`src/rtl/dram_pkg.sv`:
```
// dram_pkg: geometry, derived widths, command codes and master FSM states for the dram user port
package dram_pkg;
  localparam int NUMBER_OF_COLUMNS = 8;
  localparam int NUMBER_OF_ROWS = 128;
  localparam int NUMBER_OF_BANKS = 8;
  localparam int U_DATA_WIDTH = 2;
  localparam int DRAM_DATA_WIDTH = 2;
  localparam int COLUMN_WIDTH = $clog2(NUMBER_OF_COLUMNS / DRAM_DATA_WIDTH);
  localparam int ROW_WIDTH = $clog2(NUMBER_OF_ROWS);
  localparam int BANK_ID_WIDTH = $clog2(NUMBER_OF_BANKS);
  localparam int U_ADDR_WIDTH = BANK_ID_WIDTH + ROW_WIDTH + COLUMN_WIDTH;
  localparam int REQ_WIDTH = 1 + U_ADDR_WIDTH + U_DATA_WIDTH;
  localparam logic CMD_READ = 1'b0;
  localparam logic CMD_WRITE = 1'b1;
  typedef enum logic [1:0] {IDLE, ISSUE, WAIT_FREE, WAIT_DATA} state_t;
endpackage

```
`src/rtl/dram_req_fifo.sv`:
```
// dram_req_fifo: synchronous request FIFO with extra-MSB pointers for full/empty detection
module dram_req_fifo
  import dram_pkg::*;
#(
  parameter int WIDTH = REQ_WIDTH,
  parameter int DEPTH = 4
) (
  input  logic             u_clk,
  input  logic             u_rst_n,
  input  logic             push,
  input  logic             pop,
  input  logic [WIDTH-1:0] din,
  output logic             full,
  output logic             empty,
  output logic [WIDTH-1:0] head
);
  localparam int AW = $clog2(DEPTH);
  logic [AW:0] wr_ptr, rd_ptr;
  logic [WIDTH-1:0] mem [DEPTH];
  logic do_push, do_pop;
  assign full = (wr_ptr[AW] != rd_ptr[AW]) && (wr_ptr[AW-1:0] == rd_ptr[AW-1:0]);
  assign empty = wr_ptr == rd_ptr;
  assign do_push = push && (!full || pop);
  assign do_pop = pop && !empty;
  assign head = mem[rd_ptr[AW-1:0]];
  always_ff @(posedge u_clk) begin
    if (!u_rst_n) begin
      wr_ptr <= '0;
      rd_ptr <= '0;
    end else begin
      if (do_push) begin
        mem[wr_ptr[AW-1:0]] <= din;
        wr_ptr <= wr_ptr + 1'b1;
      end
      if (do_pop) rd_ptr <= rd_ptr + 1'b1;
    end
  end
endmodule

```
`src/rtl/dram_user_master.sv`:
```
// dram_user_master: queues host requests and issues them one at a time on the dram_controller user port
module dram_user_master
  import dram_pkg::*;
#(
  parameter int FIFO_DEPTH = 4,
  parameter int TIMEOUT_CYCLES = 256
) (
  input  logic                    u_clk,
  input  logic                    u_rst_n,
  input  logic                    req_valid,
  output logic                    req_ready,
  input  logic                    req_cmd,
  input  logic [U_ADDR_WIDTH-1:0] req_addr,
  input  logic [U_DATA_WIDTH-1:0] req_wdata,
  output logic                    rsp_valid,
  output logic [U_DATA_WIDTH-1:0] rsp_data,
  output logic                    rsp_err,
  output logic                    m_idle,
  output logic                    u_en,
  output logic [U_ADDR_WIDTH-1:0] u_addr,
  output logic [U_DATA_WIDTH-1:0] u_data_i,
  output logic                    u_cmd,
  input  logic [U_DATA_WIDTH-1:0] u_data_o,
  input  logic                    u_data_valid,
  input  logic                    u_cmd_ack,
  input  logic                    u_busy
);
  localparam int TW = $clog2(TIMEOUT_CYCLES);
  state_t state;
  logic [TW-1:0] timer;
  logic full, empty, push, pop, timeout;
  logic [REQ_WIDTH-1:0] head;
  assign req_ready = !full && u_rst_n;
  assign push = req_valid && req_ready;
  assign timeout = timer == TW'(TIMEOUT_CYCLES - 1);
  assign pop = (state == ISSUE) && (u_cmd_ack || timeout);
  assign m_idle = empty && (state == IDLE);
  dram_req_fifo #(.WIDTH(REQ_WIDTH), .DEPTH(FIFO_DEPTH)) u_fifo (
    .u_clk  (u_clk),
    .u_rst_n(u_rst_n),
    .push   (push),
    .pop    (pop),
    .din    ({req_cmd, req_addr, req_wdata}),
    .full   (full),
    .empty  (empty),
    .head   (head)
  );
  always_ff @(posedge u_clk) begin
    if (!u_rst_n) begin
      state <= IDLE;
      timer <= '0;
      u_en <= 1'b0;
      u_addr <= '0;
      u_data_i <= '0;
      u_cmd <= CMD_READ;
      rsp_valid <= 1'b0;
      rsp_data <= '0;
      rsp_err <= 1'b0;
    end else begin
      rsp_valid <= 1'b0;
      rsp_err <= 1'b0;
      case (state)
        IDLE: if (!empty && !u_busy) begin
          {u_cmd, u_addr, u_data_i} <= head;
          u_en <= 1'b1;
          timer <= '0;
          state <= ISSUE;
        end
        ISSUE: if (u_cmd_ack) begin
          u_en <= 1'b0;
          timer <= '0;
          state <= (u_cmd == CMD_WRITE) ? WAIT_FREE : WAIT_DATA;
        end else if (timeout) begin
          u_en <= 1'b0;
          rsp_valid <= 1'b1;
          rsp_err <= 1'b1;
          rsp_data <= '0;
          state <= IDLE;
        end else timer <= timer + 1'b1;
        WAIT_FREE: if (!u_busy) state <= IDLE;
        WAIT_DATA: if (u_data_valid) begin
          rsp_data <= u_data_o;
          rsp_valid <= 1'b1;
          state <= IDLE;
        end else if (timeout) begin
          rsp_valid <= 1'b1;
          rsp_err <= 1'b1;
          rsp_data <= '0;
          state <= IDLE;
        end else timer <= timer + 1'b1;
        default: state <= IDLE;
      endcase
    end
  end
endmodule

```
`config.mk`:
```
export PLATFORM = sky130hd
export DESIGN_NAME = dram_user_master
export DESIGN_NICKNAME = d
export VERILOG_FILES = /design/src/rtl/dram_pkg.sv /design/src/rtl/dram_req_fifo.sv /design/src/rtl/dram_user_master.sv
export SDC_FILE = /design/constraint.sdc
export NUM_CORES = 1
export LEC_CHECK = 0
export ABC_AREA = 1
export CAP_MARGIN = 30
export CELL_PAD_IN_SITES_DETAIL_PLACEMENT = 2
export CELL_PAD_IN_SITES_GLOBAL_PLACEMENT = 2
export CORE_MARGIN = 1.5
export CORE_UTILIZATION = 36
export CTS_CLUSTER_SIZE = 8
export DETAILED_ROUTE_END_ITERATION = 10
export GPL_TIMING_DRIVEN = 0
export PLACE_DENSITY_LB_ADDON = 0.12
export SLEW_MARGIN = 30
export SYNTH_ARGS = -nofsm -noshare
export SYNTH_HDL_FRONTEND = slang
export SYNTH_SLANG_ARGS = --single-unit
export TNS_END_PERCENT = 30
```
`constraint.sdc`:
```
create_clock -name u_clk -period 2.4 [get_ports u_clk]
set_clock_uncertainty 0.1 [all_clocks]
set_input_delay 0.6 -clock u_clk [delete_from_list [all_inputs] [get_ports u_clk]]
set_output_delay 0.6 -clock u_clk [all_outputs]
set_load 0.005 [all_outputs]
```
==> metrics.cfg <==
[routing]
postRouteAntennaNets = 0
wl_per_cell_um = 18.1
remaining_drc_errors = 0
drt_iter0_markers = 121
firstDrtPassIters = 4
vias = 3114
viasPerCell = 5.10
wl_um = 11100

[logic_synthesis]
synth.yosys.seq_area_share_pct = 62.6
synth_area_leader_cell = edfxtp_1
synth_mux_area_share_pct = 0
synth_warnings = 0
ys_types = 30
avgSynthCellArea_um2 = 9.97
synthArstFlopShare_pct = 0
synth_compound_area_share_pct = 11.1
synth-edff-count = 60
syn_nets = 433
synth_top_area_share_pct = 44.7
synth-main-ff-cell = edfxtp_1
yosys-top-cells-area = edfxtp_1 (45%), dfxtp_1 (18%), nor2_1 (7.3%)
synth_cells = 404
synthSimpleGateAreaFrac_pct = 18.3
synth-seq-cells = 96
synth_top_family_by_area = simple AND/OR/NAND/NOR gates
synth_area_um2 = 4030
synthXorXnorAreaFrac_pct = 0.839
synthAdderAreaFrac_pct = 1.86

[sta]
setup_violations = 0
drv_slew = 0
fin_crit_ns = 2.24
worst_pin_slew_ns = 0.752
rsz0062_at_grt = false
finalHoldViolCount = 0
timing.final.crit_share_pct = 93.3
fmax_ghz = 0.447
slew_headroom_pct = 49.9

[setup_path]
critPathMaxFanout = 8
worstSetupStartpointType = input port
worst-setup-path-type = input port to register
crit_slowest_cell = clkdlybuf4s50_1
critPathRequiredTime_ns = 2.40
endpoint_kind = register
crit_chain = clkdlybuf4s50_1, nand3_1, nor2_2, buf_6
worstPathArrival_ns = 2.23
max_stage_delay_ns = 0.54

[global_route]
track_usage_pct = 20.1
grt_pass1_vias = 3364
grt_max_degree = 18
grt_pass1_wl_um = 17500
grt_antenna_before_repair = 0
grt_overflow = 0

[die]
die_h_um = 109
coreArea_um2 = 10900
initial_core_util_pct = 37.0
die_w_um = 109
rows = 38
die_area_um2 = 11800
ioPinCount = 45

[finish]
nFillCells = 1180
fin_area_um2 = 4950
instances_no_fill = 610
nets = 494
areaGrowthSynthToFinish_pct = 22.9
multiInputGateArea_um2 = 1330
seq_area_um2 = 2530
diodes = 0
drive_above_1_share_pct = 12.3

[clock_network]
htree_levels = 3
cts_sinks = 96
cts_root_buffer = clkbuf_8
clk_pin_slew_worst_paths_ns = 0.10
worstSkewPairLatency_ns = 0.38
clockBufferDepth = 2
numCtsBuffers = 9
cts_tree = built

[flow_run]
maxCapViolCount = 0

[placement]
place_congestion = 0.734
dp_hpwl_um = 7910
place_inst = 591
dpl_cell_area_um2 = 4690
port_buffers = 44

[power]
powerDensity_nw_per_um2 = 652
ir_drop_uv = 420
leakagePower_nw = 1.81
power_mw = 3.23

[status]
status = finished clean

[worst_hold_path]
hp-class = register to register

## where the power goes
| group | internal (mW) | switching [mW] | leakage (nW) |
|---|---|---|---|
| Sequential | 1.81 | 0.0353 | 0.841 |
| Combinational | 0.168 | 0.213 | 0.881 |
| Clock | 0.388 | 0.610 | 0.0922 |
| Total | 2.37 | 0.858 | 1.81 |
## path summary, 6_finish.rpt
check	end	slack [ns]	startpoint	depth (start not counted)
hold reg to reg	rsp_data[1]	0.38	rsp_data[1]	2
setup reg to reg	u_fifo.mem[0][8]	0.25	u_fifo.rd_ptr[1]	7
setup / recovery	u_fifo.mem[0][8]	0.16	req_valid	4
hold / removal	rsp_data[1]	0.38	rsp_data[1]	2
## cell families (layout without fill, tap and decap cells)
family          after synthesis  count (layout)
xor+xnor                      3               3
compound gates               84              84
simple gates                166             166
fa+ha+maj                     6               6
buf+inv                      49             115
flops                        96              96
## synth_stat cells (all sizes together) (2+ instances only)
master,n
dfxtp,36
ha,6
nand4,3
clkbuf,12
edfxtp,60
nand2,52
inv,31
buf,5
a21oi,15
nand3,20
o21ai,52
o22ai,15
xor2,2
o211ai,2
nor2,88
## state kept, by name, indices dropped and copies added (netlist names), 2 cells and up
| name | cells |
|---|---|
| u_data_i | 2 |
| u_fifo.mem | 60 |
| u_addr | 12 |
| rsp_data | 2 |
| u_fifo.wr_ptr | 3 |
| timer | 8 |
| state | 2 |
| u_fifo.rd_ptr | 3 |
## worst max-delay path, delay by kind of cell
| family | cells | cell delay (ns) |
|---|---|---|
| buf+inv | 2 | 0.77 |
| simple gates | 2 | 0.86 |
## metal layers
layer	up-vias	wire (um)	track usage [%]
met2	63	5850	36.6
met1	1543	4650	23.5
li1	1494	-	-
met4	0	185	6.30
met3	14	377	4.36
met5	-	0	0
## per-stage QoR
step	worst slack, ns	TNS, ns	hold WS [ns]	util [%]
floorplan	0.279	0	0.353	-
global placement	-0.804	-45.63	0.347	42.6
detailed placement	-0.364	-11.39	0.370	43.1
CTS	-0.0696	-0.0696	0.386	45.3
global route	0.0822	0	0.421	45.5
finish	0.161	0	0.377	45.5
## cell usage in the layout, fill, tap and decap left out, types with 9 or more instances in the layout
cell type,count
nand2_1,47
nand3_1,18
edfxtp_1,60
dfxtp_1,30
clkbuf_1,12
inv_1,28
clkbuf_8,9
o22ai_1,15
o21ai_0,36
nor2_2,12
nor2_1,73
a21oi_1,14
o21ai_1,16
clkdlybuf4s50_1,41
## area by class of cell
class,count,area share [%]
Multi-Input combinational cell,259,26.9
Sequential cell,96,51.2
Clock inverter,7,1.11
Timing Repair Buffer,50,10.2
Tap cell,140,3.54
Buffer,17,1.97
Clock buffer,9,2.50
Inverter,32,2.53
## repair_timing
action                                  CTS  global route
gates resized for setup                  15             7
buffers inserted                          3             0
endpoints found under the hold margin     0             0
endpoints found under the setup margin   43            16
hold buffers                              0             0
pin swaps                                 1             2
(Power assumes the default switching activity.)
